### config.mk
export PLATFORM = sky130hd
export DESIGN_NAME = pr_collector_flat
export DESIGN_NICKNAME = d
export VERILOG_FILES = /design/src/rtl/pr_collector_if.sv /design/src/rtl/pr_collector.sv /design/src/flat_wrapper.sv
export SDC_FILE = /design/constraint.sdc
export NUM_CORES = 1
export LEC_CHECK = 0
export BUFFER_PORTS_ARGS = -buffer_cell sky130_fd_sc_hd__buf_2
export CAP_MARGIN = 20
export CELL_PAD_IN_SITES_DETAIL_PLACEMENT = 1
export CELL_PAD_IN_SITES_GLOBAL_PLACEMENT = 2
export CORE_MARGIN = 8
export CORE_UTILIZATION = 42
export CTS_CLUSTER_SIZE = 40
export DETAILED_ROUTE_END_ITERATION = 10
export PLACE_DENSITY_LB_ADDON = 0.08
export SLEW_MARGIN = 5
export SYNTH_ARGS = -nofsm -noshare
export SYNTH_HDL_FRONTEND = slang
export SYNTH_SLANG_ARGS = --single-unit
### constraint.sdc
create_clock -name clock -period 5 [get_ports clock]
set_input_delay 0.25 -clock clock [delete_from_list [all_inputs] [get_ports clock]]
set_output_delay 0.25 -clock clock [all_outputs]
set_load 0.01 [all_outputs]
### src/rtl/pr_collector_if.sv
// Record stream from pr_collector to its consumer: valid/ready handshake
// carrying {mismatch, compare, result}.
interface pr_collector_if #(
  parameter int unsigned WIDTH = 8
);
  logic                 out_valid;
  logic                 out_ready;
  logic [3*WIDTH+2:0]   out_data;

  modport master (output out_valid, output out_data, input out_ready);
  modport slave  (input out_valid, input out_data, output out_ready);
endinterface

### src/rtl/pr_collector.sv
// Captures pipeline sum/product results via a launch-matched tag delay line into a
// FWFT record FIFO. Golden self-check is built only when PR_COLLECTOR_SELFCHECK_EN is defined.
module pr_collector #(
  parameter int unsigned WIDTH   = 8,
  parameter int unsigned LATENCY = 3,
  parameter int unsigned DEPTH   = 4
) (
  input  logic                 clock,
  input  logic                 reset,
  input  logic                 launch,
  input  logic [WIDTH-1:0]     a,
  input  logic [WIDTH-1:0]     b,
  input  logic [WIDTH-1:0]     c,
  input  logic [WIDTH-1:0]     d,
  input  logic [WIDTH+1:0]     result,
  input  logic [2*WIDTH-1:0]   compare,
  pr_collector_if.master       out,
  output logic [15:0]          launch_cnt,
  output logic [7:0]           drop_cnt,
  output logic [7:0]           err_cnt,
  output logic                 overflow
);

  localparam int unsigned AW = $clog2(DEPTH);
  localparam int unsigned RW = 3*WIDTH + 3;

  logic [LATENCY-1:0] tag_v;
  logic               cap;
  logic               mismatch;
  logic [RW-1:0]      record;

  logic [RW-1:0]      mem [DEPTH];
  logic [AW:0]        wptr;
  logic [AW:0]        rptr;
  logic               full;
  logic               empty;
  logic               pop;
  logic               push;
  logic               drop;

  // Shift a launch marker through LATENCY stages; the cast keeps LATENCY=1 legal.
  always_ff @(posedge clock or posedge reset) begin
    if (reset) begin
      tag_v <= '0;
    end else begin
      tag_v <= LATENCY'({tag_v, launch});
    end
  end

  assign cap = tag_v[LATENCY-1];

`ifdef PR_COLLECTOR_SELFCHECK_EN
  logic [WIDTH+1:0]   exp_sum  [LATENCY];
  logic [2*WIDTH-1:0] exp_prod [LATENCY];
  logic [WIDTH+1:0]   gold_sum;
  logic [2*WIDTH-1:0] gold_prod;

  assign gold_sum  = (WIDTH+2)'(a) + (WIDTH+2)'(b) + (WIDTH+2)'(c) + (WIDTH+2)'(d);
  assign gold_prod = (2*WIDTH)'(a) * (2*WIDTH)'(b);

  always_ff @(posedge clock or posedge reset) begin
    if (reset) begin
      for (int unsigned k = 0; k < LATENCY; k++) begin
        exp_sum[k]  <= '0;
        exp_prod[k] <= '0;
      end
    end else begin
      exp_sum[0]  <= gold_sum;
      exp_prod[0] <= gold_prod;
      for (int unsigned k = 1; k < LATENCY; k++) begin
        exp_sum[k]  <= exp_sum[k-1];
        exp_prod[k] <= exp_prod[k-1];
      end
    end
  end

  assign mismatch = (result != exp_sum[LATENCY-1]) | (compare != exp_prod[LATENCY-1]);

  // Counts every mismatching capture, including records that end up dropped.
  always_ff @(posedge clock or posedge reset) begin
    if (reset) begin
      err_cnt <= '0;
    end else if (cap && mismatch && (err_cnt != 8'hFF)) begin
      err_cnt <= err_cnt + 8'd1;
    end
  end
`else
  logic unused_ops;

  assign unused_ops = ^{a, b, c, d};
  assign mismatch   = 1'b0;
  assign err_cnt    = '0;
`endif

  assign record = {mismatch, compare, result};

  assign empty = (wptr == rptr);
  assign full  = (wptr[AW] != rptr[AW]) && (wptr[AW-1:0] == rptr[AW-1:0]);
  assign pop   = !empty && out.out_ready;
  // When full, a same-cycle pop frees the slot being written, so the push still lands.
  assign push  = cap && (!full || pop);
  assign drop  = cap && full && !pop;

  always_ff @(posedge clock) begin
    if (push) begin
      mem[wptr[AW-1:0]] <= record;
    end
  end

  always_ff @(posedge clock or posedge reset) begin
    if (reset) begin
      wptr <= '0;
      rptr <= '0;
    end else begin
      if (push) wptr <= wptr + 1'b1;
      if (pop)  rptr <= rptr + 1'b1;
    end
  end

  assign out.out_valid = !empty;
  assign out.out_data  = empty ? '0 : mem[rptr[AW-1:0]];

  always_ff @(posedge clock or posedge reset) begin
    if (reset) begin
      launch_cnt <= '0;
      drop_cnt   <= '0;
      overflow   <= 1'b0;
    end else begin
      if (launch) launch_cnt <= launch_cnt + 16'd1;
      if (drop) begin
        overflow <= 1'b1;
        if (drop_cnt != 8'hFF) drop_cnt <= drop_cnt + 8'd1;
      end
    end
  end

endmodule

### src/flat_wrapper.sv
// flat-port wrapper written by rule: the top's interface ports become plain ports
module pr_collector_flat 
#(
  parameter int unsigned WIDTH   = 8,
  parameter int unsigned LATENCY = 3,
  parameter int unsigned DEPTH   = 4
)
  (clock, reset, launch, a, b, c, d, result, compare, launch_cnt, drop_cnt, err_cnt, overflow, out_out_valid, out_out_data, out_out_ready);
  pr_collector_if #(.WIDTH(WIDTH)) out_i ();
  input  logic clock;
  input  logic reset;
  input  logic launch;
  input  logic [WIDTH-1:0] a;
  input  logic [WIDTH-1:0] b;
  input  logic [WIDTH-1:0] c;
  input  logic [WIDTH-1:0] d;
  input  logic [WIDTH+1:0] result;
  input  logic [2*WIDTH-1:0] compare;
  output logic [15:0] launch_cnt;
  output logic [7:0] drop_cnt;
  output logic [7:0] err_cnt;
  output logic overflow;
  output wire logic [$bits(out_i.out_valid)-1:0] out_out_valid;
  output wire logic [$bits(out_i.out_data)-1:0] out_out_data;
  input wire logic [$bits(out_i.out_ready)-1:0] out_out_ready;
  assign out_out_valid = out_i.out_valid;
  assign out_out_data = out_i.out_data;
  assign out_i.out_ready = out_out_ready;
  pr_collector #(.WIDTH(WIDTH), .LATENCY(LATENCY), .DEPTH(DEPTH)) u_core (.clock(clock), .reset(reset), .launch(launch), .a(a), .b(b), .c(c), .d(d), .result(result), .compare(compare), .out(out_i), .launch_cnt(launch_cnt), .drop_cnt(drop_cnt), .err_cnt(err_cnt), .overflow(overflow));
endmodule
==> results.py <==
metrics = {
    "setup_path": {
        "cp_num_buf_inv": 2,
        "end_kind": "output port",
        "cp_data_arrival_time_ps": 2240,
        "critical_path.max_fanout": 20,
        "r2r_slack_ps": 2660,
        "worstReg2RegEnd": "u_core.mem[3][11]",
        "critPathSlowestCell": "dfrtp_1",
        "path_depth": 5,
        "worstSetupPathType": "flop to output port",
        "crit_path_max_incr_delay_ps": 440,
        "rr_startpoint": "u_core.rptr[2]",
        "path_cells": "xnor2_2 -> nand3b_1 -> buf_4 -> and2_1 -> buf_2",
        "endpoint": "out_out_data[4]",
        "start_kind": "flop",
        "cp_top_family": "simple AND/OR/NAND/NOR gates",
        "worstPathRequired_ps": 4750,
        "ff2ff_path_depth": 4,
        "crit_start": "u_core.wptr[0]",
    },
    "yosys": {
        "syn_area_um2": 5580,
        "synth_top_area_share_pct": 56.0,
        "ys.flop_type": "edfxtp_1",
        "synth_area_leaders": "edfxtp_1, dfrtp_1, mux4_2",
        "synthCells": 306,
        "ys.warnings.count": 0,
        "synth.most_common_cell": "edfxtp_1",
        "synth-edff-count": 104,
        "synth-seq-area-share_pct": 71.3,
        "syn_area_per_cell_um2": 18.2,
        "ys_seq_elements": 138,
        "ys_types": 36,
        "yosys.area.top_type": "edfxtp_1",
        "ys_top_cells_by_count": "edfxtp_1, dfrtp_1, and2_1",
        "postSynth.asyncResetShare_pct": 24.6,
    },
    "sta": {
        "slew_headroom_pct": 55.9,
        "clock_skew_ps": 9.54,
        "hold_viol": 0,
        "maxSlewViolCount": 0,
        "period_share_pct": 49.8,
        "setup_violations": 0,
        "fmax_ghz": 0.402,
        "hold_slack_ps": 42.5,
        "fin_crit_ps": 2490,
        "setup_slack_ps": 2510,
        "worstMarginPinSlew_ps": 662,
        "tns_ps": 0,
        "rsz0062_at_grt": "no",
    },
    "clock_tree": {
        "cts_buffers": 17,
        "hold_buffers": 1,
        "root_buffer": "clkbuf_16",
        "cts_max_level": 4,
        "clk_latency_ps": 420,
        "cts_tree": "yes",
        "post_cts_resized": 0,
        "cts_max_path_buffers": 2,
        "clk_pin_slew_worst_paths_ps": 60,
        "post-cts-setup-buffer-count": 0,
        "cts_sinks": 138,
    },
    "grt": {
        "overflow": 0,
        "grt_max_degree": 35,
        "grtUsageMet3_pct": 5.14,
        "grtUsageTotal_pct": 13.6,
        "grt_pass1_wl_um": 17800,
        "use_met2_pct": 22.5,
        "met1_usage_pct": 15.7,
        "grt_pass1_vias": 3325,
        "busiest_layer": "met2",
        "antenna_found_initial": 0,
    },
    "route": {
        "route.detailed.drc": 0,
        "final_antenna_net_count": 0,
        "wl_per_cell_um": 18.3,
        "dr.pass1.iters": 4,
        "num_vias": 2929,
        "vias_per_cell": 4.93,
        "finalWirelength_um": 10900,
        "drt_iter0_drc": 171,
    },
    "cells_and_area": {
        "nets": 474,
        "area_delta_synth_final_pct": 22.6,
        "drive_above_1_share_pct": 37.8,
        "n_antenna_cell": 0,
        "num-fill-cells": 1250,
    },
    "run": {
        "cap_violations": 0,
    },
    "place": {
        "place_ws_ps": 2590,
        "globalplace.congestion": 0.693,
        "port_buffers": 81,
        "hpwl_um": 7130,
    },
    "pwr": {
        "p_per_area_nw_per_um2": 635,
        "worst_ir_drop_vdd_mv": 0.204,
        "p_leak_nw": 2.67,
        "fin_total_pwr_mw": 4.34,
    },
    "floorplan": {
        "std_cell_rows": 42,
        "die_x_um": 131,
        "fp.dieH_um": 131,
        "coreArea_um2": 13100,
        "die_area_um2": 17200,
        "initial_utilization_pct": 42.6,
        "num_io_pins": 123,
    },
    "hold_path": {
        "hold_path_class": "input pin to flop",
        "hold_depth": 1,
    },
    "status": {
        "status": "finished clean",
    },
}
==> cell families (layout without fill, tap and decap cells) <==
kind of cell	Yosys count	in the layout	share of synthesized area (%)
and+or+nand+nor	75	75	7.76
other	1	9	0.0672
DFF	138	138	71.3
xor gates and xnor gates	27	27	4.85
AOI/OAI and AO/OA	3	3	0.539
buffers and inverters	25	129	2.58
muxes	30	30	11.4
adders and majority gates	7	7	1.57
==> metrics by stage <==
stage / cell area [um^2] / utilization, % / std cells
floorplan: 5610 / - / 314
global placement: 6180 / 47.2 / 561
detailed placement: 6180 / 47.2 / 561
CTS: 6840 / 52.2 / 594
global route: 6840 / 52.2 / 594
finish: 6840 / 52.2 / 594
==> how the worst min path moves through the flow <==
stage | slack (ps) | end | startpoint
after floorplan | 280 | u_core.tag_v[0] | launch
after global placement | 340 | u_core.tag_v[2] | u_core.tag_v[1]
after detailed placement | 340 | u_core.tag_v[2] | u_core.tag_v[1]
after CTS | 20 | u_core.tag_v[0] | launch
after global routing | 30 | u_core.tag_v[0] | launch
final | 40 | u_core.tag_v[0] | launch
==> cells in the final DEF (no fill, tap or decap), types with 3 or more instances in the layout <==
master       n
and2_1      31
buf_2       81
buf_4        8
bufinv_16    5
clkbuf_16   17
clkinv_2     3
clkinv_4     4
conb_1       9
dfrtp_1     33
edfxtp_1   104
ha_1         7
inv_1        7
mux2_2       3
mux4_2      26
nand2_1      9
nand3_1      8
nand4_1      7
nor2_1       8
xnor2_1     13
xor2_1      11
==> flip-flops by register name, summed over array words and instances (netlist names) <==
signal             cells
u_core.drop_cnt        8
u_core.wptr            3
u_core.rptr            3
u_core.launch_cnt     16
u_core.tag_v           3
u_core.overflow        1
u_core.mem           104
==> layer usage <==
metal / wire [um] / vias to the layer above / part of all wire [%]
met4: 129 / 0 / 1.2
met3: 447 / 13 / 4.1
met5: 0 / - / 0
li1: - / 1333 / -
met2: 5590 / 66 / 51
met1: 4690 / 1517 / 43
==> worst register-to-register path: cells and delay by family (launching register included) <==
family	cells	cell delay, ps
and+or+nand+nor	1	620
buffers and inverters	1	390
xor gates and xnor gates	1	220
DFF	1	420
AOI/OAI and AO/OA	1	370
==> layout make-up <==
cell class / instances / area (um^2) / share of cell area (%)
clock inverters: 15 / 224 / 3.28
flip-flops and latches: 138 / 3980 / 58.2
inverters: 7 / 26.3 / 0.384
repair buffers: 90 / 475 / 6.96
clock buffers: 17 / 425 / 6.22
well taps: 176 / 220 / 3.22
multi-input cells: 151 / 1490 / 21.8
==> power breakdown <==
group          internal (mW)  switching [mW]
Combinational          0.646           0.725
Sequential              1.50           0.119
Clock                  0.885           0.471
No activity file was read; power rests on OpenSTA's default activity.
